**config.mk**
```make
export PLATFORM = sky130hd
export DESIGN_NAME = scroll_code_sequencer_flat
export DESIGN_NICKNAME = d
export VERILOG_FILES = /design/src/rtl/scroll_code_sequencer_if.sv /design/src/rtl/scroll_code_sequencer.sv /design/src/flat_wrapper.sv
export SDC_FILE = /design/constraint.sdc
export NUM_CORES = 1
export LEC_CHECK = 0
export CORE_MARGIN = 8
export CORE_UTILIZATION = 25
export DETAILED_ROUTE_END_ITERATION = 12
export SLEW_MARGIN = 30
export SYNTH_ARGS = -nofsm -noshare
export SYNTH_HDL_FRONTEND = slang
export SYNTH_SLANG_ARGS = --single-unit
```
**constraint.sdc**
```tcl
create_clock -name clk_i -period 4.1 [get_ports clk_i]
set_input_delay 0.41 -clock clk_i [delete_from_list [all_inputs] [get_ports clk_i]]
set_output_delay 0.41 -clock clk_i [all_outputs]
set_load 0.01 [all_outputs]
```
**src/rtl/scroll_code_sequencer_if.sv**
```systemverilog
// Symbol-code write port, scroll control and per-digit display outputs of the scroll sequencer.
// Latency: none, this is just wiring.
// Backpressure: the writer holds wr_valid_i, wr_code_i and wr_last_i until wr_ready_o is seen high.
// Ports: master = message source / controller, slave = scroll_code_sequencer.
//   wr_valid_i/wr_code_i/wr_last_i/wr_ready_o : symbol append handshake
//   start_i/stop_i                            : scroll control
//   busy_o/done_o/code_o/blank_o              : status and display window
interface scroll_code_sequencer_if #(
   parameter int N_DIGITS = 6
);
   logic                    wr_valid_i;
   logic [2:0]              wr_code_i;
   logic                    wr_last_i;
   logic                    wr_ready_o;
   logic                    start_i;
   logic                    stop_i;
   logic                    busy_o;
   logic                    done_o;
   logic [3*N_DIGITS-1:0]   code_o;
   logic [N_DIGITS-1:0]     blank_o;

   modport master (
      output wr_valid_i, wr_code_i, wr_last_i, start_i, stop_i,
      input  wr_ready_o, busy_o, done_o, code_o, blank_o
   );

   modport slave (
      input  wr_valid_i, wr_code_i, wr_last_i, start_i, stop_i,
      output wr_ready_o, busy_o, done_o, code_o, blank_o
   );
endinterface

```
**src/rtl/scroll_code_sequencer.sv**
```systemverilog
// Buffers a message of 3-bit symbol codes and scrolls it right-to-left across N_DIGITS displays.
// Latency: all outputs registered; a new window shows in the cycle after the edge that moves it.
// Backpressure: wr_ready_o is low while scrolling, after a closing symbol, or with a full buffer.
// Ports: clk_i, rst_n_i (async active-low) plus the slave modport of scroll_code_sequencer_if.
//   code_o[3d+2:3d] / blank_o[d] describe digit d, digit 0 being the rightmost display.
module scroll_code_sequencer #(
   parameter int N_DIGITS = 6,
   parameter int DEPTH    = 16,
   parameter int TICK_DIV = 25_000_000
) (
   input  logic                    clk_i,
   input  logic                    rst_n_i,
   scroll_code_sequencer_if.slave  bus
);

   localparam int AW = $clog2(DEPTH);
   localparam int CW = $clog2(DEPTH + 1);
   localparam int PW = $clog2(DEPTH + N_DIGITS + 1);
   localparam int TW = $clog2(TICK_DIV);

   typedef enum logic {IDLE, SCROLL} state_t;

   state_t                  state_q, state_nxt;
   logic [CW-1:0]           count_q, count_nxt;
   logic                    closed_q, closed_nxt;
   logic [PW-1:0]           p_q, p_nxt;
   logic [TW-1:0]           tick_q, tick_nxt;
   logic                    done_nxt;
   logic                    wr_en;
   logic [PW-1:0]           end_pos;

   logic                    wr_ready_q, wr_ready_nxt;
   logic                    busy_q, done_q;
   logic [3*N_DIGITS-1:0]   code_q, code_nxt;
   logic [N_DIGITS-1:0]     blank_q, blank_nxt;
   // One sign bit plus one guard bit so p-1-d never aliases into the valid index range.
   logic [PW+1:0]           idx;

   logic [2:0]              mem_q [DEPTH];

   // wr_ready_q already encodes "idle, open and not full", so it alone qualifies a write.
   assign wr_en   = bus.wr_valid_i && wr_ready_q;
   // Position at which the last symbol has slid off the leftmost digit.
   assign end_pos = PW'(count_q) + PW'(N_DIGITS);

   always_comb begin
      state_nxt  = state_q;
      count_nxt  = count_q;
      closed_nxt = closed_q;
      p_nxt      = p_q;
      tick_nxt   = tick_q;
      done_nxt   = 1'b0;

      case (state_q)
         IDLE: begin
            if (wr_en) begin
               count_nxt  = count_q + CW'(1);
               closed_nxt = closed_q | bus.wr_last_i;
            end
            // Start is judged on the count before any same-cycle write.
            if (bus.start_i && (count_q != '0)) begin
               state_nxt = SCROLL;
               p_nxt     = '0;
               tick_nxt  = '0;
            end
         end
         SCROLL: begin
            if (bus.stop_i) begin
               // Abort keeps the message so a later start replays it from the beginning.
               state_nxt = IDLE;
               p_nxt     = '0;
               tick_nxt  = '0;
            end else if (tick_q == TW'(TICK_DIV - 1)) begin
               tick_nxt = '0;
               if (p_q + PW'(1) == end_pos) begin
                  state_nxt  = IDLE;
                  done_nxt   = 1'b1;
                  count_nxt  = '0;
                  closed_nxt = 1'b0;
                  p_nxt      = '0;
               end else begin
                  p_nxt = p_q + PW'(1);
               end
            end else begin
               tick_nxt = tick_q + TW'(1);
            end
         end
         default: state_nxt = IDLE;
      endcase
   end

   assign wr_ready_nxt = (state_nxt == IDLE) && !closed_nxt && (count_nxt < CW'(DEPTH));

   // Window is built from next-state values so the registered outputs track p without extra lag.
   // The buffer is only written in IDLE, where p_nxt is 0 and every digit is blank anyway.
   always_comb begin
      code_nxt  = '0;
      blank_nxt = '1;
      idx       = '0;
      for (int d = 0; d < N_DIGITS; d++) begin
         idx = {2'b00, p_nxt} - (PW+2)'(d + 1);
         if (!idx[PW+1] && (idx[PW:0] < {{(PW+1-CW){1'b0}}, count_nxt})) begin
            code_nxt[3*d +: 3] = mem_q[idx[AW-1:0]];
            blank_nxt[d]       = 1'b0;
         end
      end
   end

   always_ff @(posedge clk_i or negedge rst_n_i) begin
      if (!rst_n_i) begin
         state_q    <= IDLE;
         count_q    <= '0;
         closed_q   <= 1'b0;
         p_q        <= '0;
         tick_q     <= '0;
         wr_ready_q <= 1'b1;
         busy_q     <= 1'b0;
         done_q     <= 1'b0;
         code_q     <= '0;
         blank_q    <= '1;
      end else begin
         state_q    <= state_nxt;
         count_q    <= count_nxt;
         closed_q   <= closed_nxt;
         p_q        <= p_nxt;
         tick_q     <= tick_nxt;
         wr_ready_q <= wr_ready_nxt;
         busy_q     <= (state_nxt == SCROLL);
         done_q     <= done_nxt;
         code_q     <= code_nxt;
         blank_q    <= blank_nxt;
      end
   end

   // Message storage needs no reset: only entries below count are ever displayed.
   always_ff @(posedge clk_i) begin
      if (wr_en) begin
         mem_q[count_q[AW-1:0]] <= bus.wr_code_i;
      end
   end

   assign bus.wr_ready_o = wr_ready_q;
   assign bus.busy_o     = busy_q;
   assign bus.done_o     = done_q;
   assign bus.code_o     = code_q;
   assign bus.blank_o    = blank_q;

endmodule

```
**src/flat_wrapper.sv**
```systemverilog
// flat-port wrapper written by rule: the top's interface ports become plain ports
module scroll_code_sequencer_flat 
#(
   parameter int N_DIGITS = 6,
   parameter int DEPTH    = 16,
   parameter int TICK_DIV = 25_000_000
)
  (clk_i, rst_n_i, bus_wr_valid_i, bus_wr_code_i, bus_wr_last_i, bus_start_i, bus_stop_i, bus_wr_ready_o, bus_busy_o, bus_done_o, bus_code_o, bus_blank_o);
  scroll_code_sequencer_if #(.N_DIGITS(N_DIGITS)) bus_i ();
  input  logic clk_i;
  input  logic rst_n_i;
  input wire logic [$bits(bus_i.wr_valid_i)-1:0] bus_wr_valid_i;
  input wire logic [$bits(bus_i.wr_code_i)-1:0] bus_wr_code_i;
  input wire logic [$bits(bus_i.wr_last_i)-1:0] bus_wr_last_i;
  input wire logic [$bits(bus_i.start_i)-1:0] bus_start_i;
  input wire logic [$bits(bus_i.stop_i)-1:0] bus_stop_i;
  output wire logic [$bits(bus_i.wr_ready_o)-1:0] bus_wr_ready_o;
  output wire logic [$bits(bus_i.busy_o)-1:0] bus_busy_o;
  output wire logic [$bits(bus_i.done_o)-1:0] bus_done_o;
  output wire logic [$bits(bus_i.code_o)-1:0] bus_code_o;
  output wire logic [$bits(bus_i.blank_o)-1:0] bus_blank_o;
  assign bus_i.wr_valid_i = bus_wr_valid_i;
  assign bus_i.wr_code_i = bus_wr_code_i;
  assign bus_i.wr_last_i = bus_wr_last_i;
  assign bus_i.start_i = bus_start_i;
  assign bus_i.stop_i = bus_stop_i;
  assign bus_wr_ready_o = bus_i.wr_ready_o;
  assign bus_busy_o = bus_i.busy_o;
  assign bus_done_o = bus_i.done_o;
  assign bus_code_o = bus_i.code_o;
  assign bus_blank_o = bus_i.blank_o;
  scroll_code_sequencer #(.N_DIGITS(N_DIGITS), .DEPTH(DEPTH), .TICK_DIV(TICK_DIV)) u_core (.clk_i(clk_i), .rst_n_i(rst_n_i), .bus(bus_i));
endmodule
```
==> flow_summary.json <==
{
  "status": "finished, final reports clean",
  "highest_layer": "met5",
  "cts_tree": "yes",
  "dr_wl_met3_um": 1180,
  "crit_start": "u_core.count_q[2]",
  "setup_violations": 0,
  "globalRoute.totalOverflow": 0,
  "grt_use_total_pct": 11.0,
  "final_common_cell": "nor2_1",
  "start_util_pct": 25.4,
  "portBuffers": 35,
  "yosysWarnings": 0,
  "grt_pass1_vias": 5084,
  "ys_ff_latch": 111,
  "ys.flop_type": "dfrtp_1",
  "routedWlPerCell_um": 16.9,
  "hold_class": "in -> async",
  "grt_pass1_wl_um": 29100,
  "max_freq_mhz": 257,
  "finalHoldViolCount": 0,
  "period_needed_ns": 3.89,
  "die_w_um": 184,
  "register_area_um2": 3030,
  "rows": 61,
  "multi_input_area_um2": 3900,
  "synth.top_cells.by_area": "edfxtp_1, dfrtp_1, mux4_2",
  "postSynthAreaPerCell_um2": 11.1,
  "syn_inst": 640,
  "power_w": 0.00286,
  "clock_skew_ns": 0.00539,
  "totalWireLength_um": 18400,
  "start_kind": "register",
  "fin_crit_sh_pct": 94.9,
  "grt_max_degree": 40,
  "n_antenna_cell": 0,
  "clk_latency_ns": 0.36,
  "fp.dieH_um": 184,
  "cts_buffers": 9,
  "final_cells": 1086,
  "fill_cells": 2836,
  "cp_cell_sequence": "inv_1 > ha_1 > xnor3_1 > xor2_1 > nand4_1 > buf_4 > and3_1 > a22o_1 > buf_4 > ha_1 > xnor2_2 > inv_2 > ha_1 > and4_1 > o31ai_4 > nand2_1 > a21oi_1",
  "drt_first_pass_iters": 5,
  "htree_levels": 3,
  "cts-hold-fix-buffers": 0,
  "fin_util_pct": 30.3,
  "core_area_um2": 27900,
  "antenna_left": 0,
  "synth_edf_count": 48,
  "drc": 0,
  "vias_per_cell": 4.89,
  "timing.final.ws_setup_ns": 0.211,
  "wl_met1_um": 8630,
  "crit_fanout": 7,
  "cts_num_sinks": 111,
  "pre_cts_slack_ns": 0.106,
  "reg2reg_from": "u_core.count_q[2]",
  "p_per_area_nw_per_um2": 338,
  "synth_top_area_share_pct": 20.4,
  "final_cell_mix": "nor2_1, dfrtp_1, edfxtp_1",
  "drt-initial-drc-count": 453,
  "clk_pin_slew_worst_paths_ns": 0.08,
  "ys_async_sr_fraction_pct": 56.8,
  "slowest_stage": "dfrtp_1",
  "gp_congestion": 0.917,
  "worstPathArrival_ns": 4.17,
  "antenna_found_initial": 1,
  "dpl.hpwl_um": 14100,
  "syn2layout_area_growth_pct": 19.5,
  "pin_count": 36,
  "slew_viol_final": 0,
  "syn_nets": 688,
  "tightest_slew_ns": 0.658,
  "vias": 5306,
  "final_nets": 751,
  "fin_tns_setup_ns": 0,
  "vdd_drop_max_mv": 0.176,
  "dieArea_um2": 33900,
  "critPathMaxStageDelay_ns": 0.40,
  "netlist_area_um2": 7080,
  "critPathCaptureType": "register",
  "ctsRootBufferMaster": "clkbuf_16",
  "synth_largest_area_cell": "edfxtp_1",
  "clockBufferDepth": 2,
  "ys_seq_area_share_pct": 42.8,
  "p_leak_nw": 3.37,
  "rsz0062_at_grt": "yes",
  "slew_headroom_pct": 56.1,
  "maxCapViolations": 0,
  "synth.distinct_cells": 67,
  "wl_met2_um": 8140,
  "criticalPathCategory": "reg -> reg",
  "crit_top_cell": "ha_1",
  "crit_required_ns": 4.38,
  "placed_cells": 1067,
  "drive_gt1_share_pct": 18.5
}
[cells in the mapped netlist (4+ instances only)]
master and instances:
nor2b_1 4, buf_4 4, o311ai_0 4, nand3_1 14, nor3_1 14, buf_2 9
nand2_1 47, dfrtp_1 56, ha_1 39, a22o_1 5, nand2b_1 4, mux4_2 29
mux2_2 7, dfstp_2 7, o21ai_0 43, and2_1 10, nand4_1 4, nor3b_1 5
xor2_1 15, o21bai_1 4, mux2i_1 47, xnor2_1 14, edfxtp_1 48, nor2_1 68
clkbuf_1 12, inv_1 20, or2_2 6, and3_1 17, o32a_1 8, a21oi_1 23
[worst max-delay path, delay by kind of cell, from the launching register on]
| kind | cells | cell delay (ns) |
|---|---|---|
| AO/OA/AOI/OAI | 3 | 0.66 |
| XOR/XNOR | 3 | 0.67 |
| adder cells (fa/ha/maj) | 3 | 0.73 |
| flip-flops | 1 | 0.40 |
| buffers and inverters | 4 | 0.62 |
| AND/OR/NAND/NOR | 4 | 0.75 |
[what timing repair did]
action / CTS / global route
setup endpoints to repair: 0 / 18
resized for setup: 0 / 15
buffers inserted: 0 / 3
endpoints found under the hold margin: 0 / 0
[final timing paths]
kind / to / slack [ns] / depth (start not counted)
setup reg to reg: u_core.bus.code_o[7] / 0.21 / 17
max in group asynchronous: u_core.bus.blank_o[1] / 3.08 / 2
min in group clk_i: u_core.tick_q[24] / 0.50 / 1
setup / recovery: u_core.bus.code_o[7] / 0.21 / 17
hold reg to reg: u_core.tick_q[24] / 0.50 / 1
hold / removal: u_core.tick_q[11] / 0.08 / 1
[area by class of cell]
class	count	share of cell area [%]
clock inverters	6	0.666
flip-flops and latches	111	35.8
clock buffers	10	2.71
well taps	378	5.60
inverters	23	1.04
repair buffers	78	8.05
multi-input cells	480	46.1
[flip-flops by register name, summed over array words and instances (netlist names)]
name                   cells
u_core.bus.blank_o         6
u_core.bus.code_o         18
u_core.bus.done_o          1
u_core.bus.wr_ready_o      1
u_core.closed_q            1
u_core.count_q             5
u_core.mem_q              48
u_core.p_q                 5
u_core.state_q             1
u_core.tick_q             25
[cell families (layout without fill, tap and decap cells)]
logic type,count (synthesis),after routing,share of synthesized area (%)
DFF,111,111,42.8
muxes,83,83,17.0
buffers and inverters,49,117,3.09
and+or+nand+nor,209,209,14.8
adders and majority gates,39,39,6.90
AOI/OAI and AO/OA,117,117,11.0
xor gates and xnor gates,32,32,4.46
[routing by layer]
metal	track usage [%]	up-vias
met1	15.1	2621
met2	16.7	153
li1	-	2501
met4	4.26	2
met5	0	-
met3	2.13	29
[metrics by stage]
stage,cell area (um^2),hold slack [ns]
after floorplan,7080,0.114
after global placement,8080,0.483
after detailed placement,8080,0.477
after CTS,8370,0.0912
after global routing,8450,0.120
final,8450,0.0814
[power breakdown]
| part | switching, W | internal, W | total (W) | leakage (nW) |
|---|---|---|---|---|
| combinational | 0.000432 | 0.000293 | 0.000725 | 1.96 |
| sequential | 0.0000429 | 0.00122 | 0.00126 | 1.28 |
| clock | 0.000445 | 0.000429 | 0.000874 | 0.138 |
No activity file was read; power rests on OpenSTA's default activity.
